`src/rtl/pc_unit_pkg.sv`:
```
// Shared types and constants for the PC source unit: FSM state encoding,
// well-known source indices and the select-width helper.
package pc_unit_pkg;

    typedef enum logic {
        RUN  = 1'b0,
        TRAP = 1'b1
    } pc_state_e;

    localparam int unsigned SRC_ALU     = 0;
    localparam int unsigned SRC_ALU_RES = 1;
    localparam int unsigned SRC_A       = 2;
    localparam int unsigned SRC_CONCAT  = 3;

    function automatic int unsigned sel_width(input int unsigned n);
        return (n > 1) ? $clog2(n) : 1;
    endfunction

endpackage

```
`src/rtl/pc_src_mux_n.sv`:
```
// N-way next-PC source selector; out-of-range selects fall back to the ALU source.
module pc_src_mux_n
    import pc_unit_pkg::*;
#(
    parameter int unsigned WIDTH   = 32,
    parameter int unsigned NUM_SRC = 4,
    localparam int unsigned SEL_W  = sel_width(NUM_SRC)
) (
    input  logic [WIDTH*NUM_SRC-1:0] src_bus_i,
    input  logic [SEL_W-1:0]         sel_i,
    output logic [WIDTH-1:0]         y_o
);

    always_comb begin
        y_o = src_bus_i[SRC_ALU*WIDTH +: WIDTH];
        for (int unsigned i = 0; i < NUM_SRC; i++) begin
            if (32'(sel_i) == i) begin
                y_o = src_bus_i[i*WIDTH +: WIDTH];
            end
        end
    end

endmodule

```
`src/rtl/pc_source_unit.sv`:
```
// Program counter with selectable next-PC source and branch-qualified write.
// Define PC_ALIGN_CHECK_EN to enable the misalignment trap (RUN/TRAP FSM).
module pc_source_unit
    import pc_unit_pkg::*;
#(
    parameter int unsigned     WIDTH    = 32,
    parameter int unsigned     NUM_SRC  = 4,
    parameter logic [WIDTH-1:0] RESET_PC = '0,
    parameter logic [WIDTH-1:0] TRAP_VEC = WIDTH'('h80),
    localparam int unsigned    SEL_W    = sel_width(NUM_SRC)
) (
    input  logic                     clk,
    input  logic                     reset,
    input  logic [WIDTH*NUM_SRC-1:0] src_bus,
    input  logic [SEL_W-1:0]         src_sel,
    input  logic                     pc_write,
    input  logic                     pc_write_cond,
    input  logic                     zero,
    input  logic                     err_clear,
    output logic [WIDTH-1:0]         next_pc,
    output logic [WIDTH-1:0]         pc,
    output logic                     pc_updated,
    output logic [WIDTH-1:0]         epc,
    output logic                     misalign_err,
    output logic                     trapped
);

    logic             we;
    logic [WIDTH-1:0] pc_q;
    logic             upd_q;

    assign we = pc_write | (pc_write_cond & zero);

    pc_src_mux_n #(
        .WIDTH   (WIDTH),
        .NUM_SRC (NUM_SRC)
    ) u_mux (
        .src_bus_i (src_bus),
        .sel_i     (src_sel),
        .y_o       (next_pc)
    );

    assign pc         = pc_q;
    assign pc_updated = upd_q;

`ifdef PC_ALIGN_CHECK_EN
    pc_state_e        state_q;
    logic [WIDTH-1:0] epc_q;
    logic             err_q;
    logic             misalign;

    assign misalign = we && (next_pc[1:0] != 2'b00);

    always_ff @(posedge clk) begin
        if (reset) begin
            state_q <= RUN;
            pc_q    <= RESET_PC;
            upd_q   <= 1'b0;
            epc_q   <= '0;
            err_q   <= 1'b0;
        end else begin
            upd_q <= 1'b0;
            case (state_q)
                RUN: begin
                    if (err_clear) begin
                        err_q <= 1'b0;
                    end
                    // A misaligned write diverts to the trap vector on the same edge.
                    if (misalign) begin
                        epc_q   <= pc_q;
                        err_q   <= 1'b1;
                        pc_q    <= TRAP_VEC;
                        upd_q   <= 1'b1;
                        state_q <= TRAP;
                    end else if (we) begin
                        pc_q  <= next_pc;
                        upd_q <= 1'b1;
                    end
                end
                TRAP: begin
                    pc_q <= TRAP_VEC;
                    if (err_clear) begin
                        err_q   <= 1'b0;
                        state_q <= RUN;
                    end
                end
            endcase
        end
    end

    assign epc          = epc_q;
    assign misalign_err = err_q;
    assign trapped      = (state_q == TRAP);
`else
    logic unused_err_clear;

    assign unused_err_clear = err_clear;

    always_ff @(posedge clk) begin
        if (reset) begin
            pc_q  <= RESET_PC;
            upd_q <= 1'b0;
        end else begin
            upd_q <= we;
            if (we) begin
                pc_q <= next_pc;
            end
        end
    end

    assign epc          = '0;
    assign misalign_err = 1'b0;
    assign trapped      = 1'b0;
`endif

endmodule

```
`config.mk`:
```
export PLATFORM = sky130hd
export DESIGN_NAME = pc_source_unit
export DESIGN_NICKNAME = d
export VERILOG_FILES = /design/src/rtl/pc_unit_pkg.sv /design/src/rtl/pc_src_mux_n.sv /design/src/rtl/pc_source_unit.sv
export SDC_FILE = /design/constraint.sdc
export NUM_CORES = 1
export LEC_CHECK = 0
export ABC_AREA = 1
export CAP_MARGIN = 20
export CORE_ASPECT_RATIO = 0.7
export CORE_UTILIZATION = 32
export CTS_CLUSTER_DIAMETER = 50
export DETAILED_ROUTE_END_ITERATION = 10
export HOLD_SLACK_MARGIN = 0.12
export PLACE_DENSITY = 0.87
export SKIP_CTS_REPAIR_TIMING = 1
export SLEW_MARGIN = 10
export SYNTH_ARGS = -nofsm -noshare
export SYNTH_HDL_FRONTEND = slang
export SYNTH_SLANG_ARGS = --single-unit
```
`constraint.sdc`:
```
create_clock -name clk -period 0.9 [get_ports clk]
set_input_delay 0.18 -clock clk [delete_from_list [all_inputs] [get_ports clk]]
set_output_delay 0.18 -clock clk [all_outputs]
set_load 0.01 [all_outputs]
```
* Word level (Yosys, flattened, before mapping)
Index checks and enable logic that the tools add are counted.
Storage, ports and cells: register bits 33, bits in latches 0, memory bits (writable) 0, memory bits (read-only) 0, input bits 136, output and inout port bits 99, memories kept 0
Operators by class: add/sub/neg operators 0, $mul 0, div/mod/pow operators 0, $lt $le $gt $ge 0, equal/unequal tests 3, shift operators 0, mux-type cells 3, bitwise operators 2, reductions and logical operators 0
Operators with widths (number):
- 32-bit two-way mux | 3
- 2-bit equality test (second input constant) | 2
- 2-bit by 1-bit equality test with 1-bit output (second input constant) | 1
- 1-bit AND | 1
- 1-bit OR | 1

* Longest topological paths before layout
Gate-level depths: netlist of the first run.
depth after elaboration 4, mapped depth 10, mapped depth without buffers 8

* Cells and area by module
From an unflattened synthesis of the first run, not the netlist that was laid out.
Second synthesis, totals: cell total of the unflattened synthesis 560, area, all modules 3045.4 um2
Modules (own cells, without submodules):
- pc_source_unit | instances 1, cells an instance 249, area each 1752.9 um2, sequential area each 660.6 um2
- pc_src_mux_n | instances 1, cells an instance 311, area each 1292.5 um2, sequential area each 0.0 um2

* Worst setup path before layout of the first run
No wires, ideal clock.
kind input to output, from in src_sel[1], to out next_pc[0], arrival time 0.832 ns, path slack -0.112 ns, stages on the path 8, cell sequence buf_6 inv_2 nand2_4 inv_4 buf_6 nand2_2 nand3_2 nand2_1
Between the ends: cells in the longest elaborated chain, start to end 4
RTL lines:
- start: declaration | line pc_source_unit.sv:15 | input logic [SEL_W-1:0] src_sel,
- 2-bit by 1-bit equality test with 1-bit output | line pc_src_mux_n.sv:17 | if (32'(sel_i) == i) begin
- 32-bit two-way mux (2 in series) | line pc_src_mux_n.sv:17
- 32-bit two-way mux (*) | line pc_src_mux_n.sv:17
- end: declaration | line pc_source_unit.sv:20 | output logic [WIDTH-1:0] next_pc,
Every way passes the cells marked *; elsewhere a longest branch is shown, timed or not.

* Worst setup path after layout of the first run
from in src_bus[3], to out next_pc[3]
Between the ends: cells in the longest elaborated chain, start to end 3
RTL lines:
- start: declaration | line pc_source_unit.sv:14 | input logic [WIDTH*NUM_SRC-1:0] src_bus,
- 32-bit two-way mux (3 in series) | line pc_src_mux_n.sv:17
No other way between the ends.

==> key figures, run 1 <==
Placed design
  – Placed cells: 907
  – GPL Wtd Cong: 0.8309
  – Number of port buffers: 199
  – Post-detail-place hpwl: 8.998 mm

Timing
  – Setup-failing EPs final: 42
  – Final Critical Period: 1.268 ns
  – Final worst setup slack: -0.3679 ns
  – RSZ-0062 raised after global routing: yes
  – Max Clk Rate: 788.7 MHz
  – WHS: 0.1421 ns
  – Final Hold Vio Count: 0
  – Max-slew violations: 0
  – Final period util: 1.409
  – Worst clock skew: 0 ns

Final layout
  – Area growth syn-to-layout: 119.6%
  – Nets: 951
  – Fill cells: 720
  – Non-filler cells in the finished layout: 943
  – Layout cells sized above 1: 0.4552
  – Diode count: 0

Yosys
  – Synth cell types: 16
  – Netlist Area Pre-Place: 0.003218 mm²
  – Top-area cell type share of the netlist area: 0.2053
  – Flops & latches, synth: 33
  – Synth area leaders: dfxtp_1 21%, nand2_1 19%, inv_1 15%
  – Post-synth top area cell: dfxtp_1
  – Syn_area_per_cell: 5.788 µm²
  – Sequential cell area fraction in the yosys report: 0.2053
  – Gate Count Post-Synth: 556
  – Ys Warns: 0

Pwr
  – Worst VDD drop: 0.6380 mV
  – Pwr Density: 961.4 mW/mm²
  – Pleak: 4.563 nW

Floorplanning
  – FP Rows: 30
  – CORE AREA: 0.009722 mm²
  – Chip Height: 85.90 µm
  – # IOs: 235
  – Die W: 121.9 µm
  – DIE AREA: 0.01047 mm²
  – Starting Density: 0.3310

Drt
  – Initial drt markers: 179
  – Vias: 4,352
  – Pre-antenna DRT Iters: 4
  – Post-route DRC: 0
  – DR WL/cell: 15.66 µm
  – Post-route antenna net violation count: 0
  – Total Wirelength: 14.77 mm
  – Via density: 4.615

Min path
  – Worst Hold Class: input port to register

Worst setup path
  – Max FO, Critical Path: 2
  – Critical path data required time: 0.72 ns
  – Crit. End Element: output port
  – CP Class: input port to output port
  – CP arrival: 1.09 ns
  – Setup crit start kind: input port

Status
  – Failing checks: negative setup slack
  – Status: finished, violations left

CTS
  – CTS tree: yes
  – CTS sink cnt: 33
  – Clk Tree Root Cell: clkbuf_16
  – Total CTS buffers: 5
  – Worst-path clk slew: 0.05 ns
  – Clk Latency, worst-skew pair: 0.27 ns
  – Max clock buf depth: 2
  – Htree depth: 2

Global routing
  – Vias in the first global route: 3,717
  – First-pass GRT wire length: 17.81 mm
  – Tot GR Track Use: 0.2176
  – Initial antenna violation count: 0
  – Total grt overflow: 0
  – Largest net degree at the start of global routing: 33

Flow run
  – Max-cap violations: 0
[logic make-up after synthesis]
logic type,count (synthesis),share of synthesized area
simple gates,293,0.4530
buf+inv,196,0.2893
flops,33,0.2053
other cells,1,0.001165
compound gates,33,0.05132
[cell usage in the layout (no fill, tap or decap), types with 13 or more instances in the layout]
cell               n
nand2_4           26
nand2_2           53
inv_1            101
conb_1            34
dfxtp_2           33
buf_6             70
nand3_1           30
buf_4             52
buf_12            14
dlymetal6s2s_1    81
o21ai_1           16
inv_2             30
o21ai_0           14
nand2_1          115
clkbuf_16         13
clkdlybuf4s50_1   51
nand3_2           57
[path summary, 6_finish.rpt]
kind / from / endpoint / slack (ns) / depth (start not counted)
max: src_bus[3] / next_pc[3] / -0.37 / 6
min: reset / pc_updated / 0.14 / 2
max reg2reg: pc[5] / pc[5] / 0.07 / 5
min reg2reg: pc[9] / pc[9] / 0.55 / 4
[power breakdown]
group          internal [mW]  switching (mW)
clock network           1.09           0.599
registers               1.63          0.0931
logic                   1.83            1.56
[final cells by class]
| type | instances | area [µm²] | share of cell area |
|---|---|---|---|
| inverter | 134 | 528.0 | 0.07473 |
| timing repair buffer | 281 | 3238 | 0.4583 |
| multi-input combinational | 360 | 2295 | 0.3248 |
| clock buffer | 7 | 142.6 | 0.02019 |
| sequential | 33 | 701.9 | 0.09934 |
| tap | 128 | 160.2 | 0.02267 |
[per-layer routing]
layer | share of wire | track usage | vias up | routed length, µm
met1 | 0.40 | 0.2720 | 2018 | 5872
met3 | 0.087 | 0.06649 | 24 | 1279
li1 | - | - | 2100 | -
met5 | 0 | 0 | - | 0
met4 | 0.020 | 0.03816 | 0 | 293
met2 | 0.50 | 0.3703 | 210 | 7323
[per-stage QoR]
| step | setup WS, ns | utilization | total power [mW] | setup TNS (ns) | instance area [µm²] |
|---|---|---|---|---|---|
| finish | -0.3679 | 0.7268 | 6.793 | -9.479 | 7066 |
| global route | -0.3865 | 0.7268 | 7.162 | -11.58 | 7066 |
| CTS | -1.210 | 0.5973 | 6.156 | -64.44 | 5807 |
| detailed placement | -1.203 | 0.5826 | 4.424 | -63.66 | 5664 |
| global placement | -1.149 | 0.5826 | 4.386 | -61.66 | 5664 |
| floorplan | -0.09262 | - | 2.984 | -5.528 | 3435 |
[worst max-delay path, stage by stage]
cell and delay (ns):
clkdlybuf4s50_1 0.46, inv_1 0.05, nand3_2 0.08, nand3_2 0.11, nand2_2 0.11, buf_6 0.10
[registers in the layout, summed over array words and instances (netlist names)]
name,cells
pc,32
pc_updated,1
[cells in the mapped netlist]
master,count
nand2_1,164
inv_1,131
nand3_1,66
buf_4,40
dfxtp_1,33
nand2_2,32
o21ai_0,32
nand3_2,30
buf_2,10
clkbuf_1,8
buf_6,4
inv_2,2
a21oi_1,1
conb_1,1
inv_4,1
nand2_4,1
Note: power is estimated with default switching activity, not from simulation.
==> run 2: changes to the inputs <==
CTS_BUF_LIST = sky130_fd_sc_hd__clkbuf_4 sky130_fd_sc_hd__clkbuf_8   (was unset)
RECOVER_POWER = 100   (was unset)
==> key figures, run 2 (synthesized netlist as in run 1, its figures left out) <==
Global routing
  – Largest net degree at the start of global routing: 33
  – Vias in the first global route: 3,723
  – Initial antenna violation count: 1
  – Total grt overflow: 0
  – First-pass GRT wire length: 17.84 mm
  – Tot GR Track Use: 0.2179

Pwr
  – Worst VDD drop: 0.5307 mV
  – Total power: 6.300 mW
  – Pwr Density: 899.9 mW/mm²
  – Pleak: 4.532 nW

Final layout
  – Area growth syn-to-layout: 117.5%
  – Most frequent cells in the layout: 117 x nand2_1, 103 x inv_1, 80 x dlymetal6s2s_1
  – Area occupied by multi-input gates: 0.002291 mm²
  – Fill cells: 729
  – Max reg flops: 32
  – Layout cells sized above 1: 0.4454
  – Nets: 951
  – Storage cell area: 701.9 µm²
  – Most common cell after layout, fill and taps aside: nand2_1
  – Non-filler cells in the finished layout: 944

Floorplanning
  – Die W: 121.9 µm
  – Chip Height: 85.90 µm
  – Starting Density: 0.3310
  – # IOs: 235
  – FP Rows: 30
  – DIE AREA: 0.01047 mm²
  – CORE AREA: 0.009722 mm²

Drt
  – Via density: 4.667
  – Vias: 4,406
  – Post-route antenna net violation count: 0
  – Pre-antenna DRT Iters: 4
  – Total Wirelength: 14.87 mm
  – Initial drt markers: 213
  – DR WL/cell: 15.75 µm
  – Post-route DRC: 0

Flow run
  – Max-cap violations: 0

Timing
  – Final period util: 1.409
  – Final Hold Vio Count: 0
  – Worst clock skew: 0 ns
  – Final worst setup slack: -0.3684 ns
  – Max Clk Rate: 788.4 MHz
  – Final Critical Period: 1.268 ns
  – RSZ-0062 raised after global routing: yes
  – Max-slew violations: 0
  – Setup-failing EPs final: 79

CTS
  – CTS sink cnt: 33
  – Clk Tree Root Cell: clkbuf_8
  – Max clock buf depth: 2
  – Clk Latency, worst-skew pair: 0.28 ns
  – Total CTS buffers: 5
  – Worst-path clk slew: 0.07 ns
  – Htree depth: 2
  – CTS tree: yes

Worst setup path
  – Setup crit start kind: input port
  – Critical path data required time: 0.72 ns
  – Crit. End Element: output port
  – Cell seen most often among critical-path stages: nand3_2
  – CP arrival: 1.09 ns
  – CP Class: input port to output port
  – Worst-path cell chain: clkdlybuf4s50_1 -> inv_1 -> nand3_2 -> nand3_2 -> nand2_2 -> buf_6
  – Max FO, Critical Path: 2
  – Slowest CP cell: clkdlybuf4s50_1
  – Largest stage delay, worst path: 0.46 ns

Placed design
  – Placed cells: 907
  – GPL Wtd Cong: 0.8309
  – Number of port buffers: 199
  – Post-detail-place hpwl: 8.998 mm

Status
  – Status: finished, violations left
  – Failing checks: negative setup slack

Min path
  – Worst Hold Class: input port to register
==> run 2: cell count changes in the layout (fill, tap and decap cells not counted), moves of 3 or more <==
cell	previous run	this run
clkbuf_8	1	6
clkbuf_16	13	8
nand2_2	53	49
nand3_2	57	51
o21ai_0	14	17
nand3_1	30	34
==> run 2: worst paths after layout <==
kind | from | end | slack, ns | cells past startpoint
max | src_bus[3] | next_pc[3] | -0.37 | 6
min | reset | pc_updated | 0.15 | 2
max reg2reg | pc[5] | pc[5] | 0.07 | 5
min reg2reg | pc[9] | pc[9] | 0.55 | 4
==> run 2: critical path: cells and delay by family <==
kind / cells / cell delay (ns)
and+or+nand+nor: 3 / 0.30
buffers and inverters: 3 / 0.61
==> run 2: power by group <==
group | switching (mW) | internal, mW
combinational | 1.57 | 1.82
clock | 0.557 | 0.637
sequential | 0.0922 | 1.62
==> run 2: layout make-up <==
class / instances / share of cell area
repair buffers: 281 / 0.4609
well taps: 128 / 0.02288
flip-flops and latches: 33 / 0.1003
inverters: 134 / 0.07542
multi-input cells: 360 / 0.3273
clock buffers: 7 / 0.01287
diodes: 1 / 0.0003575
==> run 2: routing by layer <==
layer,routed length (µm),share of wire,vias up,GRT usage
li1,-,-,2100,-
met3,1277,0.086,31,0.06649
met2,7371,0.50,223,0.3698
met1,5901,0.40,2052,0.2720
met5,0,0,-,0
met4,318,0.021,0,0.04153
==> run 2: metrics by stage <==
stage               utilization  TNS (ns)  area (µm²)  setup WS, ns  hold slack, ns
floorplan                     -    -5.528        3435      -0.09262          0.2491
global placement         0.5826    -61.66        5664        -1.149          0.5355
detailed placement       0.5826    -63.66        5664        -1.203          0.5454
CTS                      0.5919    -64.48        5754        -1.208          0.4810
global route             0.7201    -13.46        7000       -0.3865          0.1373
finish                   0.7201    -10.17        7000       -0.3684          0.1518
